### src/rtl/cpu_types_pkg.sv
// rtl/cpu_types_pkg.sv - shared CPU/RAM types used by the RAM port arbiter
package cpu_types_pkg;
    typedef logic [31:0] word_t;
    typedef enum logic [1:0] {FREE, BUSY, ACCESS, ERROR} ramstate_t;
endpackage

### src/rtl/ram_port_arbiter_if.sv
// rtl/ram_port_arbiter_if.sv - requester and RAM side bus of the RAM port arbiter
interface ram_port_arbiter_if #(
    parameter int NREQ = 4
);
    import cpu_types_pkg::*;

    logic [NREQ-1:0]    req_ren;
    logic [NREQ-1:0]    req_wen;
    logic [NREQ*32-1:0] req_addr;
    logic [NREQ*32-1:0] req_store;
    logic [NREQ-1:0]    req_wait;
    word_t              req_load;
    logic               ramREN;
    logic               ramWEN;
    word_t              ramaddr;
    word_t              ramstore;
    word_t              ramload;
    ramstate_t          ramstate;

    modport master (
        output req_ren, req_wen, req_addr, req_store, ramload, ramstate,
        input  req_wait, req_load, ramREN, ramWEN, ramaddr, ramstore
    );

    modport slave (
        input  req_ren, req_wen, req_addr, req_store, ramload, ramstate,
        output req_wait, req_load, ramREN, ramWEN, ramaddr, ramstore
    );
endinterface

### src/rtl/ram_port_arbiter.sv
// rtl/ram_port_arbiter.sv - round-robin arbiter sharing one RAM port among 2*CPUS caches
// Optional macro RAM_ARB_DPRIO_EN: dcache (odd index) requesters win over icache requesters.
module ram_port_arbiter
    import cpu_types_pkg::*;
#(
    parameter int CPUS    = 2,
    parameter int TIMEOUT = 64,
    parameter int IDW     = $clog2(2*CPUS)
) (
    input  logic              CLK,
    input  logic              nRST,
    ram_port_arbiter_if.slave bus,
    output logic              gnt_valid,
    output logic [IDW-1:0]    gnt_id,
    output logic              timeout_err
);
    localparam int NREQ = 2*CPUS;
    localparam int CW   = $clog2(TIMEOUT);

    typedef enum logic {IDLE, HOLD} state_t;

    state_t          state, state_nx;
    logic [IDW-1:0]  ptr, ptr_nx, gnt_nx, pick;
    logic [CW-1:0]   cnt, cnt_nx;
    logic [IDW:0]    slot;
    logic [NREQ-1:0] active, eligible;
    logic            found, gnt_act;
    word_t           addr_a  [NREQ];
    word_t           store_a [NREQ];

    always_comb begin
        for (int i = 0; i < NREQ; i++) begin
            addr_a[i]  = bus.req_addr[32*i +: 32];
            store_a[i] = bus.req_store[32*i +: 32];
        end
    end

    assign active  = bus.req_ren | bus.req_wen;
    assign gnt_act = active[gnt_id];

`ifdef RAM_ARB_DPRIO_EN
    localparam logic [NREQ-1:0] DMASK = {CPUS{2'b10}};
    assign eligible = (|(active & DMASK)) ? (active & DMASK) : active;
`else
    assign eligible = active;
`endif

    // First eligible requester after ptr, wrapping modulo NREQ.
    always_comb begin
        found = 1'b0;
        pick  = '0;
        slot  = '0;
        for (int k = 1; k <= NREQ; k++) begin
            slot = {1'b0, ptr} + (IDW+1)'(k);
            if (slot >= (IDW+1)'(NREQ))
                slot = slot - (IDW+1)'(NREQ);
            if (!found && eligible[slot[IDW-1:0]]) begin
                found = 1'b1;
                pick  = slot[IDW-1:0];
            end
        end
    end

    assign gnt_valid = (state == HOLD);

    always_comb begin
        bus.req_wait = '1;
        bus.req_load = '0;
        bus.ramREN   = 1'b0;
        bus.ramWEN   = 1'b0;
        bus.ramaddr  = '0;
        bus.ramstore = '0;
        timeout_err  = 1'b0;
        state_nx     = state;
        ptr_nx       = ptr;
        gnt_nx       = gnt_id;
        cnt_nx       = cnt;
        case (state)
            IDLE: begin
                if (found) begin
                    gnt_nx   = pick;
                    cnt_nx   = '0;
                    state_nx = HOLD;
                end
            end
            HOLD: begin
                // A withdrawn requester releases the port silently, ptr untouched.
                if (!gnt_act) begin
                    state_nx = IDLE;
                end else begin
                    bus.ramWEN   = bus.req_wen[gnt_id];
                    bus.ramREN   = bus.req_ren[gnt_id] & ~bus.req_wen[gnt_id];
                    bus.ramaddr  = addr_a[gnt_id];
                    bus.ramstore = store_a[gnt_id];
                    if (bus.ramstate == ACCESS) begin
                        bus.req_wait[gnt_id] = 1'b0;
                        bus.req_load         = bus.ramload;
                        ptr_nx               = gnt_id;
                        state_nx             = IDLE;
                    end else if (cnt == CW'(TIMEOUT-1)) begin
                        timeout_err = 1'b1;
                        ptr_nx      = gnt_id;
                        state_nx    = IDLE;
                    end else begin
                        cnt_nx = cnt + 1'b1;
                    end
                end
            end
            default: state_nx = IDLE;
        endcase
    end

    always_ff @(posedge CLK or negedge nRST) begin
        if (!nRST) begin
            state  <= IDLE;
            ptr    <= IDW'(NREQ-1);
            gnt_id <= '0;
            cnt    <= '0;
        end else begin
            state  <= state_nx;
            ptr    <= ptr_nx;
            gnt_id <= gnt_nx;
            cnt    <= cnt_nx;
        end
    end
endmodule

### src/flat_wrapper.sv
// flat-port wrapper written by rule: the top's interface ports become plain ports
module ram_port_arbiter_flat import cpu_types_pkg::*;
#(
    parameter int CPUS    = 2,
    parameter int TIMEOUT = 64,
    parameter int IDW     = $clog2(2*CPUS)
)
  (CLK, nRST, gnt_valid, gnt_id, timeout_err, bus_req_ren, bus_req_wen, bus_req_addr, bus_req_store, bus_ramload, bus_ramstate, bus_req_wait, bus_req_load, bus_ramREN, bus_ramWEN, bus_ramaddr, bus_ramstore);
  ram_port_arbiter_if #(.NREQ((4))) bus_i ();
  input  logic CLK;
  input  logic nRST;
  output logic gnt_valid;
  output logic [IDW-1:0] gnt_id;
  output logic timeout_err;
  input wire logic [$bits(bus_i.req_ren)-1:0] bus_req_ren;
  input wire logic [$bits(bus_i.req_wen)-1:0] bus_req_wen;
  input wire logic [$bits(bus_i.req_addr)-1:0] bus_req_addr;
  input wire logic [$bits(bus_i.req_store)-1:0] bus_req_store;
  input wire logic [$bits(bus_i.ramload)-1:0] bus_ramload;
  input wire logic [$bits(bus_i.ramstate)-1:0] bus_ramstate;
  output wire logic [$bits(bus_i.req_wait)-1:0] bus_req_wait;
  output wire logic [$bits(bus_i.req_load)-1:0] bus_req_load;
  output wire logic [$bits(bus_i.ramREN)-1:0] bus_ramREN;
  output wire logic [$bits(bus_i.ramWEN)-1:0] bus_ramWEN;
  output wire logic [$bits(bus_i.ramaddr)-1:0] bus_ramaddr;
  output wire logic [$bits(bus_i.ramstore)-1:0] bus_ramstore;
  assign bus_i.req_ren = bus_req_ren;
  assign bus_i.req_wen = bus_req_wen;
  assign bus_i.req_addr = bus_req_addr;
  assign bus_i.req_store = bus_req_store;
  assign bus_i.ramload = bus_ramload;
  assign bus_i.ramstate = bus_ramstate;
  assign bus_req_wait = bus_i.req_wait;
  assign bus_req_load = bus_i.req_load;
  assign bus_ramREN = bus_i.ramREN;
  assign bus_ramWEN = bus_i.ramWEN;
  assign bus_ramaddr = bus_i.ramaddr;
  assign bus_ramstore = bus_i.ramstore;
  ram_port_arbiter #(.CPUS(CPUS), .TIMEOUT(TIMEOUT), .IDW(IDW)) u_core (.CLK(CLK), .nRST(nRST), .bus(bus_i), .gnt_valid(gnt_valid), .gnt_id(gnt_id), .timeout_err(timeout_err));
endmodule
### config.mk
export PLATFORM = sky130hd
export DESIGN_NAME = ram_port_arbiter_flat
export DESIGN_NICKNAME = d
export VERILOG_FILES = /design/src/rtl/cpu_types_pkg.sv /design/src/rtl/ram_port_arbiter_if.sv /design/src/rtl/ram_port_arbiter.sv /design/src/flat_wrapper.sv
export SDC_FILE = /design/constraint.sdc
export NUM_CORES = 1
export LEC_CHECK = 0
export BUFFER_PORTS_ARGS = -buffer_cell sky130_fd_sc_hd__buf_2
export CELL_PAD_IN_SITES_DETAIL_PLACEMENT = 0
export CELL_PAD_IN_SITES_GLOBAL_PLACEMENT = 1
export CORE_AREA = 5 5 154 156
export CTS_BUF_LIST = sky130_fd_sc_hd__clkbuf_8
export DETAILED_ROUTE_END_ITERATION = 10
export DIE_AREA = 0 0 159 161
export PLACE_DENSITY_LB_ADDON = 0.08
export SYNTH_ARGS = -nofsm -noshare
export SYNTH_HDL_FRONTEND = slang
export SYNTH_SLANG_ARGS = --single-unit
### constraint.sdc
create_clock -name CLK -period 3 [get_ports CLK]
set_input_delay 0.15 -clock CLK [delete_from_list [all_inputs] [get_ports CLK]]
set_output_delay 0.15 -clock CLK [all_outputs]
set_load 0.005 [all_outputs]
==> results.json <==
{
  "wl_per_cell_um": 20.83,
  "outcome": "finished, final reports clean",
  "netlist_area_sq_um": 2989,
  "critPathTopFamily": "buffers and inverters",
  "yosys_register_bits": 11,
  "antenna_found_initial": 8,
  "comb_power_share_pct": 88.0,
  "start_util_pct": 13.45,
  "crit_path_max_fanout": 40,
  "grt_pass1_vias": 4301,
  "dpl.hpwl_mm": 16.78,
  "cts.sinks": 11,
  "worst_clock_skew_ns": 0.001757,
  "final_antenna_net_count": 0,
  "fin_crit_sh_pct": 81.45,
  "die_w_um": 159,
  "via_per_inst": 4.285,
  "wirelength_mm": 19.71,
  "finalHoldViolCount": 0,
  "cp_cell_sequence": "buf_4, mux4_2, and3_1, buf_2",
  "finalPower_w": 0.003640,
  "clk_latency_ns": 0.23,
  "io_buffers": 405,
  "critPathSlowestCell": "buf_4",
  "path_class": "flop to output port",
  "first_iter_violations": 173,
  "fin_crit_ns": 2.443,
  "fmax_mhz": 409.3,
  "cts_tree": "done",
  "hold_class": "input pin to asynchronous set/reset pin",
  "p_sw_share_pct": 44.32,
  "overflow": 0,
  "drv_slew": 0,
  "clk_path_buf_depth": 2,
  "p_seq_share_pct": 8.1,
  "place_area_sq_um": 5255,
  "grt_max_degree": 67,
  "post_cts_buffers": 0,
  "timing.setup.tns_ns": 0,
  "path_clk_slew_ns": 0.05,
  "io_pins": 406,
  "rsz0062_at_grt": "no",
  "maxCapViolations": 0,
  "start_kind": "flop",
  "synth_cell_type_count": 40,
  "path_buf_inv": 2,
  "cts-root-buf": "clkbuf_8",
  "postSynthAreaPerCell_sq_um": 10.99,
  "relSlewSlack_pct": 42.38,
  "total_leakage_power_nw": 2.862,
  "ys_warn_count": 0,
  "utilization_pct": 23.97,
  "ir_drop_mv": 0.3180,
  "tightestPinTransition_ns": 0.8634,
  "dr.pass1.iters": 4,
  "p_clk_share_pct": 3.9,
  "cpPeakStageDelay_ns": 0.61,
  "gp_congestion": 0.8234,
  "endpoint_kind": "output port",
  "core_sq_um": 22230,
  "p_sw_w": 0.001613,
  "final_area_sq_um": 5328,
  "grt_use_total_pct": 14.05,
  "finalNetCount": 956,
  "cp.required_ns": 2.85,
  "p_int_w": 0.002027,
  "p_per_area_nw_per_um2": 683.2,
  "die_y_um": 161,
  "fp.dieArea_sq_um": 25600,
  "cp.arrival_ns": 2.29,
  "syn-num-nets": 573,
  "cts_buffers": 3,
  "setup-violations-final": 0,
  "grt_first_pass_wirelength_mm": 28.17,
  "remaining_drc_errors": 0,
  "htreeDepth": 1,
  "num_rows": 55,
  "ys_seq_area_share_pct": 9.293,
  "vias": 4054,
  "syn_inst": 272,
  "drive_gt1_share_pct": 75.69,
  "area_growth_pct": 78.23
}
## logic make-up (layout without fill, tap and decap cells)
kind of cell / after synthesis / after routing / share of synthesized area [%]
flip-flops: 11 / 11 / 9.293
AND/OR/NAND/NOR: 131 / 131 / 26.33
buffers and inverters: 37 / 419 / 6.195
multiplexers: 70 / 70 / 51.44
AO/OA/AOI/OAI: 22 / 22 / 6.321
other: 0 / 7 / 0
adder cells (fa/ha/maj): 1 / 1 / 0.4185
## layout make-up
class | count | area (sq um)
Multi-Input combinational cell | 224 | 2526
Fill cell | 2504 | 16900
Tap cell | 285 | 356.6
Inverter | 2 | 7.507
Clock inverter | 1 | 3.754
Antenna cell | 7 | 17.52
Timing Repair Buffer | 413 | 2090
Clock buffer | 3 | 41.29
Sequential cell | 11 | 285.3
## metrics by stage
step | hold slack [ns] | setup WS [ns] | instances
CTS | 0.3272 | 0.4672 | 939
global placement | 0.04254 | 0.7229 | 934
detailed placement | 0.03702 | 0.7296 | 934
floorplan | -0.1456 | 1.260 | 272
global route | 0.3494 | 0.2778 | 946
finish | 0.3178 | 0.5566 | 946
## Yosys cell counts, drive strengths merged
cell type / count / area (sq um)
a31oi: 2 / 42.54
mux4: 66 / 1486
nor2b: 2 / 12.51
a21boi: 1 / 7.510
nor4b: 1 / 15.01
a41o: 1 / 10.01
o21ai: 7 / 35.03
mux2i: 1 / 10.01
o311ai: 1 / 8.760
nor2: 6 / 25.03
or2: 1 / 6.260
mux2: 3 / 41.29
nor3: 4 / 20.02
nand2: 9 / 36.29
buf: 18 / 113.9
and2: 32 / 200.2
ha: 1 / 12.51
o22ai: 1 / 6.260
a21o: 1 / 7.510
a21oi: 1 / 5.000
o41ai: 1 / 16.27
dfrtp: 9 / 225.2
or4: 2 / 15.01
o211ai: 2 / 15.01
inv: 2 / 7.510
nand2b: 1 / 6.260
dfstp: 2 / 52.55
nand4: 1 / 6.260
a32o: 2 / 20.02
and3: 65 / 406.6
nor3b: 1 / 7.510
clkbuf: 17 / 63.81
nand3: 6 / 30.03
o31ai: 2 / 15.01
## routing by layer
metal | global-route usage (%) | up-vias | part of all wire, %
met5 | 0 | - | 0.10
met4 | 3.567 | 2 | 0.79
met3 | 3.879 | 8 | 8.1
met2 | 26.78 | 213 | 56
met1 | 15.30 | 1949 | 35
li1 | - | 1882 | -
## sequential cells by signal, summed over array words and instances, names as in the netlist
signal and count:
u_core.gnt_id 2, u_core.ptr 2, u_core.gnt_valid 1, u_core.cnt 6
## power groups by stage
stage,Combinational [W],Clock (W),Sequential [W]
2_1_floorplan,0.00214,0,0.000258
3_3_place_gp,0.00330,0,0.000294
3_5_place_dp,0.00329,0,0.000300
4_1_cts,0.00330,0.000149,0.000298
5_1_grt,0.00353,0.000157,0.000308
6_report,0.00320,0.000141,0.000296
## what timing repair did
item / 4_1_cts / 5_1_grt
hold endpoints to repair: 9 / 0
hold buffers: 1 / 0
gates resized for setup: 0 / 0
## cell usage in the layout (no fill, tap or decap), drive strengths merged, types with 3 or more instances in the layout
master,netlist,final
nand2,9,9
clkbuf,17,3
and2,32,32
nor3,4,4
o21ai,7,7
nor2,6,6
and3,65,65
inv,2,3
dfrtp,9,9
diode,0,7
buf,18,412
mux4,66,66
mux2,3,3
nand3,6,6
## path summary, 6_finish.rpt
kind,from,to,slack (ns),cells past startpoint
worst max-delay path,u_core.gnt_id[0],bus_ramstore[1],0.56,4
worst min-delay path,nRST,u_core.cnt[0],0.32,2
worst max register to register,u_core.gnt_id[0],u_core.cnt[5],0.76,6
worst min register to register,u_core.cnt[5],u_core.cnt[5],0.49,1
max in group asynchronous,nRST,u_core.ptr[1],2.42,2
min in group CLK,bus_req_wen[0],u_core.gnt_id[0],0.42,4
No activity file was read; power rests on OpenSTA's default activity.
